[config.mk]
export PLATFORM = sky130hd
export DESIGN_NAME = inst_pipe_reg
export DESIGN_NICKNAME = d
export VERILOG_FILES = /design/src/rtl/inst_pipe_reg.sv
export SDC_FILE = /design/constraint.sdc
export NUM_CORES = 1
export LEC_CHECK = 0
export CORE_AREA = 2 2 60 118
export DETAILED_ROUTE_END_ITERATION = 10
export DIE_AREA = 0 0 62 120
export PLACE_DENSITY = 0.82
export SYNTH_ARGS = -nofsm -noshare
export SYNTH_HDL_FRONTEND = slang
export SYNTH_SLANG_ARGS = --single-unit
[constraint.sdc]
create_clock -name clk -period 3.2 [get_ports clk]
set_clock_uncertainty 0.15 [all_clocks]
set_input_delay 0.48 -clock clk [delete_from_list [all_inputs] [get_ports clk]]
set_output_delay 0.48 -clock clk [all_outputs]
set_load 0.02 [all_outputs]
[src/rtl/inst_pipe_reg.sv]
// inst_pipe_reg
//   Two-entry instruction pipeline register (main + skid). The main entry
//   drives the outputs. The skid entry catches a word that arrives while
//   main is stalled. in_ready is registered, so there is no combinational
//   path from out_ready back to upstream.
//
// Parameters
//   WIDTH     instruction word width
//   NOP       value presented on out_inst while out_valid=0
//   PC_WIDTH  PC sideband width (only meaningful with INST_PIPE_REG_PC_EN)
//
// Ports
//   clk        clock, rising edge
//   reset      synchronous, active-low reset
//   flush      discard all held entries at the next edge
//   in_valid   upstream offers in_inst
//   in_ready   stage can accept a word this cycle (skid entry empty)
//   in_inst    incoming instruction
//   out_valid  out_inst holds a valid entry
//   out_ready  downstream consumes this cycle
//   out_inst   presented instruction (NOP when out_valid=0)
//   pc_in      PC captured with in_inst     (INST_PIPE_REG_PC_EN only)
//   pc_out     PC of presented instruction  (INST_PIPE_REG_PC_EN only)
//
// Configuration macro
//   INST_PIPE_REG_PC_EN  adds the pc_in/pc_out sideband and its storage.
module inst_pipe_reg #(
  parameter int               WIDTH    = 32,
  parameter logic [WIDTH-1:0] NOP      = {WIDTH{1'b0}},
  parameter int               PC_WIDTH = 32
) (
  input  logic             clk,
  input  logic             reset,
  input  logic             flush,
  input  logic             in_valid,
  output logic             in_ready,
  input  logic [WIDTH-1:0] in_inst,
  output logic             out_valid,
  input  logic             out_ready,
  output logic [WIDTH-1:0] out_inst
`ifdef INST_PIPE_REG_PC_EN
  ,
  input  logic [PC_WIDTH-1:0] pc_in,
  output logic [PC_WIDTH-1:0] pc_out
`endif
);

  // The PC travels as the upper bits of a single payload word, so it
  // follows its instruction through main/skid with no extra control.
`ifdef INST_PIPE_REG_PC_EN
  localparam int PW = WIDTH + PC_WIDTH;
`else
  // PC_WIDTH contributes no storage in this build.
  localparam int PW = WIDTH + 0 * PC_WIDTH;
`endif

  logic [PW-1:0] in_data;
  logic [PW-1:0] main_data;
  logic [PW-1:0] skid_data;
  logic          main_valid;
  logic          skid_valid;
  logic          ready_q;
  logic          accept;
  logic          pop;

`ifdef INST_PIPE_REG_PC_EN
  assign in_data = {pc_in, in_inst};
`else
  assign in_data = in_inst;
`endif

  assign accept = in_valid & ready_q;
  assign pop    = main_valid & out_ready;

  // Invariant: skid_valid implies main_valid. When main is free (empty or
  // popping), skid drains into it first and a new word goes behind it;
  // otherwise a new word can only land in skid, which accept guarantees
  // is empty. ready_q tracks the next skid state so in_ready is a flop.
  always_ff @(posedge clk) begin
    if (!reset || flush) begin
      main_valid <= 1'b0;
      skid_valid <= 1'b0;
      ready_q    <= 1'b1;
    end else if (pop || !main_valid) begin
      if (skid_valid) begin
        main_valid <= 1'b1;
        main_data  <= skid_data;
        skid_valid <= accept;
        ready_q    <= ~accept;
        if (accept) begin
          skid_data <= in_data;
        end
      end else begin
        main_valid <= accept;
        ready_q    <= 1'b1;
        if (accept) begin
          main_data <= in_data;
        end
      end
    end else if (accept) begin
      skid_valid <= 1'b1;
      skid_data  <= in_data;
      ready_q    <= 1'b0;
    end
  end

  assign in_ready  = ready_q;
  assign out_valid = main_valid;
  assign out_inst  = main_valid ? main_data[WIDTH-1:0] : NOP;

`ifdef INST_PIPE_REG_PC_EN
  assign pc_out = main_valid ? main_data[PW-1:WIDTH] : {PC_WIDTH{1'b0}};
`endif

endmodule

### Word-level counts from Yosys, hierarchy flattened

Index checks and enable logic that the tools add are counted.

* bits in registers: 67
* bits of input ports: 37
* output and inout bits: 34

* eq/ne operators: 1
* mux-type cells: 13
* bitwise logic cells: 4
* reductions and logical operators: 8

Operator list (count)
* $mux W32: 6
* $mux W1: 7
* $reduce_bool A2 Y1: 2
* $reduce_and A3 Y1: 1
* $and A1 B1 Y1: 2
* $logic_not A1 Y1: 2
* $logic_or A1 B1 Y1: 2
* $ne A2 B2 Y1 const B: 1
* $not A1 Y1: 2
* $reduce_and A2 Y1: 1

### Longest topological paths before layout

* depth after elaboration: 4
* depth in mapped cells: 4
* depth with buffers taken out: 3

### Worst setup path before layout

Ideal clock, no wire load.

* kind: in2reg
* start point: in out_ready
* end point: reg main_data[0], enable pin
* setup time: 0.461 ns
* arrival: 2.939 ns
* slack: -0.350 ns
* cell stages on the path: 2
* path buffers: 0
* path through: and2b_1 > nor3_1

* word-level cells in the longest chain between the ends: 3

RTL lines
* start, declared: RTL line 39 `input logic out_ready,`
* $and A1 B1 Y1: RTL line 73 `assign pop = main_valid & out_ready;`
* $logic_or A1 B1 Y1: RTL line 84 `end else if (pop || !main_valid) begin`
* $reduce_and A3 Y1 (no line)
* end signal, assigned: RTL line 87 `main_data <= skid_data;`
* end signal, assigned: RTL line 97 `main_data <= in_data;`
* end, declared: RTL line 58 `logic [PW-1:0] main_data;`

No other way between the ends.
A chain may end at the register's enable or synchronous reset.

### Final worst setup path

* start point: reg main_valid (netlist: out_valid)
* end point: out out_inst[25]

* word-level cells in the longest chain between the ends: 1

RTL lines
* start, declared: RTL line 60 `logic main_valid;`
* start signal, assigned: RTL line 94 `main_valid <= accept;`
* $mux W32: RTL line 109 `assign out_inst = main_valid ? main_data[WIDTH-1:0] : NOP;`
* end, declared: RTL line 40 `output logic [WIDTH-1:0] out_inst`

No other way between the ends.

==> metrics.md <==
| Metric | Value |
|---|---|
| Crit end category | `output port` |
| P_leak | `1.355 nW` |
| Sequential power share | `47.9%` |
| CTS tree | `done` |
| Area growth, synth to finish | `38.50%` |
| Post-Syn Nets | `189` |
| Clock share of power | `44.9%` |
| GRT Total Usage | `between 10 and 15%` |
| Min-Delay Path Class | `flip-flop to flip-flop` |
| Synth area leaders | `edfxtp_1 69%, mux2_4 14%, and2_1 7.2%, mux2_2 2.4%, dfxtp_1 2.2%` |
| Root Buffer | `clkbuf_16` |
| Final worst setup slack | `0.8495 ns` |
| Yosys warning count | `0` |
| Rel. slew slack | `63.04%` |
| Hold_buf cts | `0` |
| Worst path arrival time | `1.72 ns` |
| WHS | `0.3609 ns` |
| Row count | `42` |
| Setup Crit Path Kind | `flip-flop to output port` |
| Fin Setup TNS | `0 ns` |
| Most common cell in the netlist | `edfxtp_1` |
| Fmax | `approximately 430 MHz` |
| Period minus WS final | `2.351 ns` |
| Seq cells post-synth | `67` |
| Mean cell area of the mapped netlist | `18.36 µm²` |
| Die width | `62 µm` |
| Cell area after synthesis | `2791 µm²` |
| Maxcap violations | `0` |
| DP Area | `3582 µm²` |
| Final setup vio count | `0` |
| Detailed Routing Iterations Pass 1 | `4` |
| Vias in the first global route | `1,461` |
| Switch share | `about a fifth` |
| First-pass GRT wire length | `7017 µm` |
| Pin count of the biggest net entering global routing | `34` |
| Detailed Route Iter0 Violations | `29` |
| Net Switching | `0.3912 mW` |
| Ys flop type | `edfxtp_1` |
| Type of element launching the critical path | `flip-flop` |
| Final HPWL DP | `approximately 3300 µm` |
| Initial Util | `42.50%` |
| Clk sinks | `67` |
| Vias | `~1,500` |
| Vias per inst | `about 4.6` |
| Status | `finished clean` |
| Gpl congestion | `0.6850` |
| Nets | `268` |
| Cells after Synth | `around 150` |
| Final wirelength | `about 4800 µm` |
| Top-area cell type share of the netlist area | `68.85%` |
| Final critical-path share of the clock period | `73.45%` |
| Initial antenna violation count | `0` |
| Worst vdd ir | `roughly 370 µV` |
| RSZ-0062 raised after global routing | `false` |
| Power Density | `530.9 nW/µm²` |
| CTS buffer count | `9` |
| Required @ worst endpoint | `2.57 ns` |
| Top-Level Pins | `71` |
| Antenna-violating nets left | `0` |
| Postcts setup bufs | `0` |
| Final instance area | `roughly 3900 µm²` |
| Gate power share | `7.2%` |
| Synth area leader | `edfxtp_1` |
| Reg clk slew, reported paths | `around 0.050 ns` |
| DRC | `0` |
| Slew Viols, Final | `0` |
| Die Area | `7440 µm²` |
| Synth cell count leaders | `64 x edfxtp_1, 32 x and2_1, 26 x mux2_4` |
| GRT overflow | `0` |
| Clk_lat worst skew | `0.32 ns` |
| Post-synthesis async set-or-reset flop share | `0%` |
| CP max FO | `33` |
| Register area share after synthesis | `71.00%` |
| Synth cell types | `18` |
| Diode count | `0` |
| Core outline area | `6569 µm²` |
| Post-CTS Resized | `0` |
| Slew at the pin closest to its max-slew limit | `0.5544 ns` |
| Share of cells above drive strength 1 | `22.46%` |
| Int Pwr | `about 1.7 mW` |
| PortBufs | `70` |
| Die height | `around 120 µm` |
| Post-synth EDFFs | `64` |
| Worst slack, placed | `0.7894 ns` |
| Final Hold Fails | `0` |
| Number of H-tree levels | `3` |
| Routed len/inst | `14.70 µm` |
| Maximum root-to-sink buffer count | `2` |
## routing by layer
metal  track usage [%]  share of wire (%)  vias up
met5                 0                  0        -
met4             7.979                1.9        0
met3             4.203                4.3        7
met2             22.98                 56       41
met1             13.98                 38      723
li1                  -                  -      723
## registers in the layout, indices dropped and copies added (netlist names)
register and flops:
out_valid 1, skid_valid 1, in_ready 1, main_data 32, skid_data 32
## worst max-delay path, cell delays in order, from the launching register on
cell and delay [ns]:
dfxtp_1 0.33, buf_4 0.27, and2_1 0.18, clkdlybuf4s50_1 0.61
## metrics by stage
step / instances / power, mW / util, %
2_1_floorplan: 152 / 1.066 / -
5_1_grt: 324 / 2.115 / 58.86
3_5_place_dp: 308 / 1.150 / 54.53
3_3_place_gp: 308 / 1.146 / 54.53
4_1_cts: 324 / 2.076 / 58.86
6_report: 324 / 2.053 / 58.86
## placed cells by master (no fill, tap or decap)
master / instances
mux2_4: 26
edfxtp_1: 64
bufinv_16: 1
nand2b_1: 1
clkinv_2: 2
clkinv_1: 3
nor2_4: 1
dfxtp_2: 1
inv_1: 1
and2_1: 32
nor2_1: 1
clkdlybuf4s50_1: 70
clkbuf_16: 9
clkinvlp_4: 1
nand2_1: 2
nor3_4: 1
a211o_1: 1
mux2_2: 6
o21bai_1: 1
dfxtp_1: 2
a21oi_1: 4
buf_4: 5
and2b_1: 1
## power by group through the flow
| stage | clock network, mW | logic (mW) | registers [mW] |
|---|---|---|---|
| floorplan | 0 | 0.0652 | 1.00 |
| global placement | 0 | 0.147 | 0.999 |
| detailed placement | 0 | 0.150 | 1.00 |
| CTS | 0.943 | 0.151 | 0.982 |
| global route | 0.974 | 0.159 | 0.983 |
| finish | 0.922 | 0.148 | 0.982 |
## cell type report
type | count | area (µm²)
Sequential cell | 67 | 1983
Multi-Input combinational cell | 77 | 747.0
Inverter | 1 | 3.754
Tap cell | 88 | 110.1
Fill cell | 505 | 2703
Clock buffer | 9 | 225.2
Timing Repair Buffer | 75 | 738.2
Clock inverter | 7 | 58.81
## final timing paths
path	cells after the start	endpoint	startpoint	slack, ns
worst min register to register	2	skid_valid	skid_valid	0.36
worst max-delay path	3	out_inst[25]	out_valid	0.85
worst min-delay path	2	skid_valid	skid_valid	0.36
worst max register to register	4	skid_data[2]	out_valid	1.41
## kinds of logic after synthesis
group | share of synthesized area, %
flip-flops | 71.00
multiplexers | 16.40
buffers and inverters | 2.913
AO/OA/AOI/OAI | 1.300
AND/OR/NAND/NOR | 8.382
Note: power is estimated with default switching activity, not from simulation.
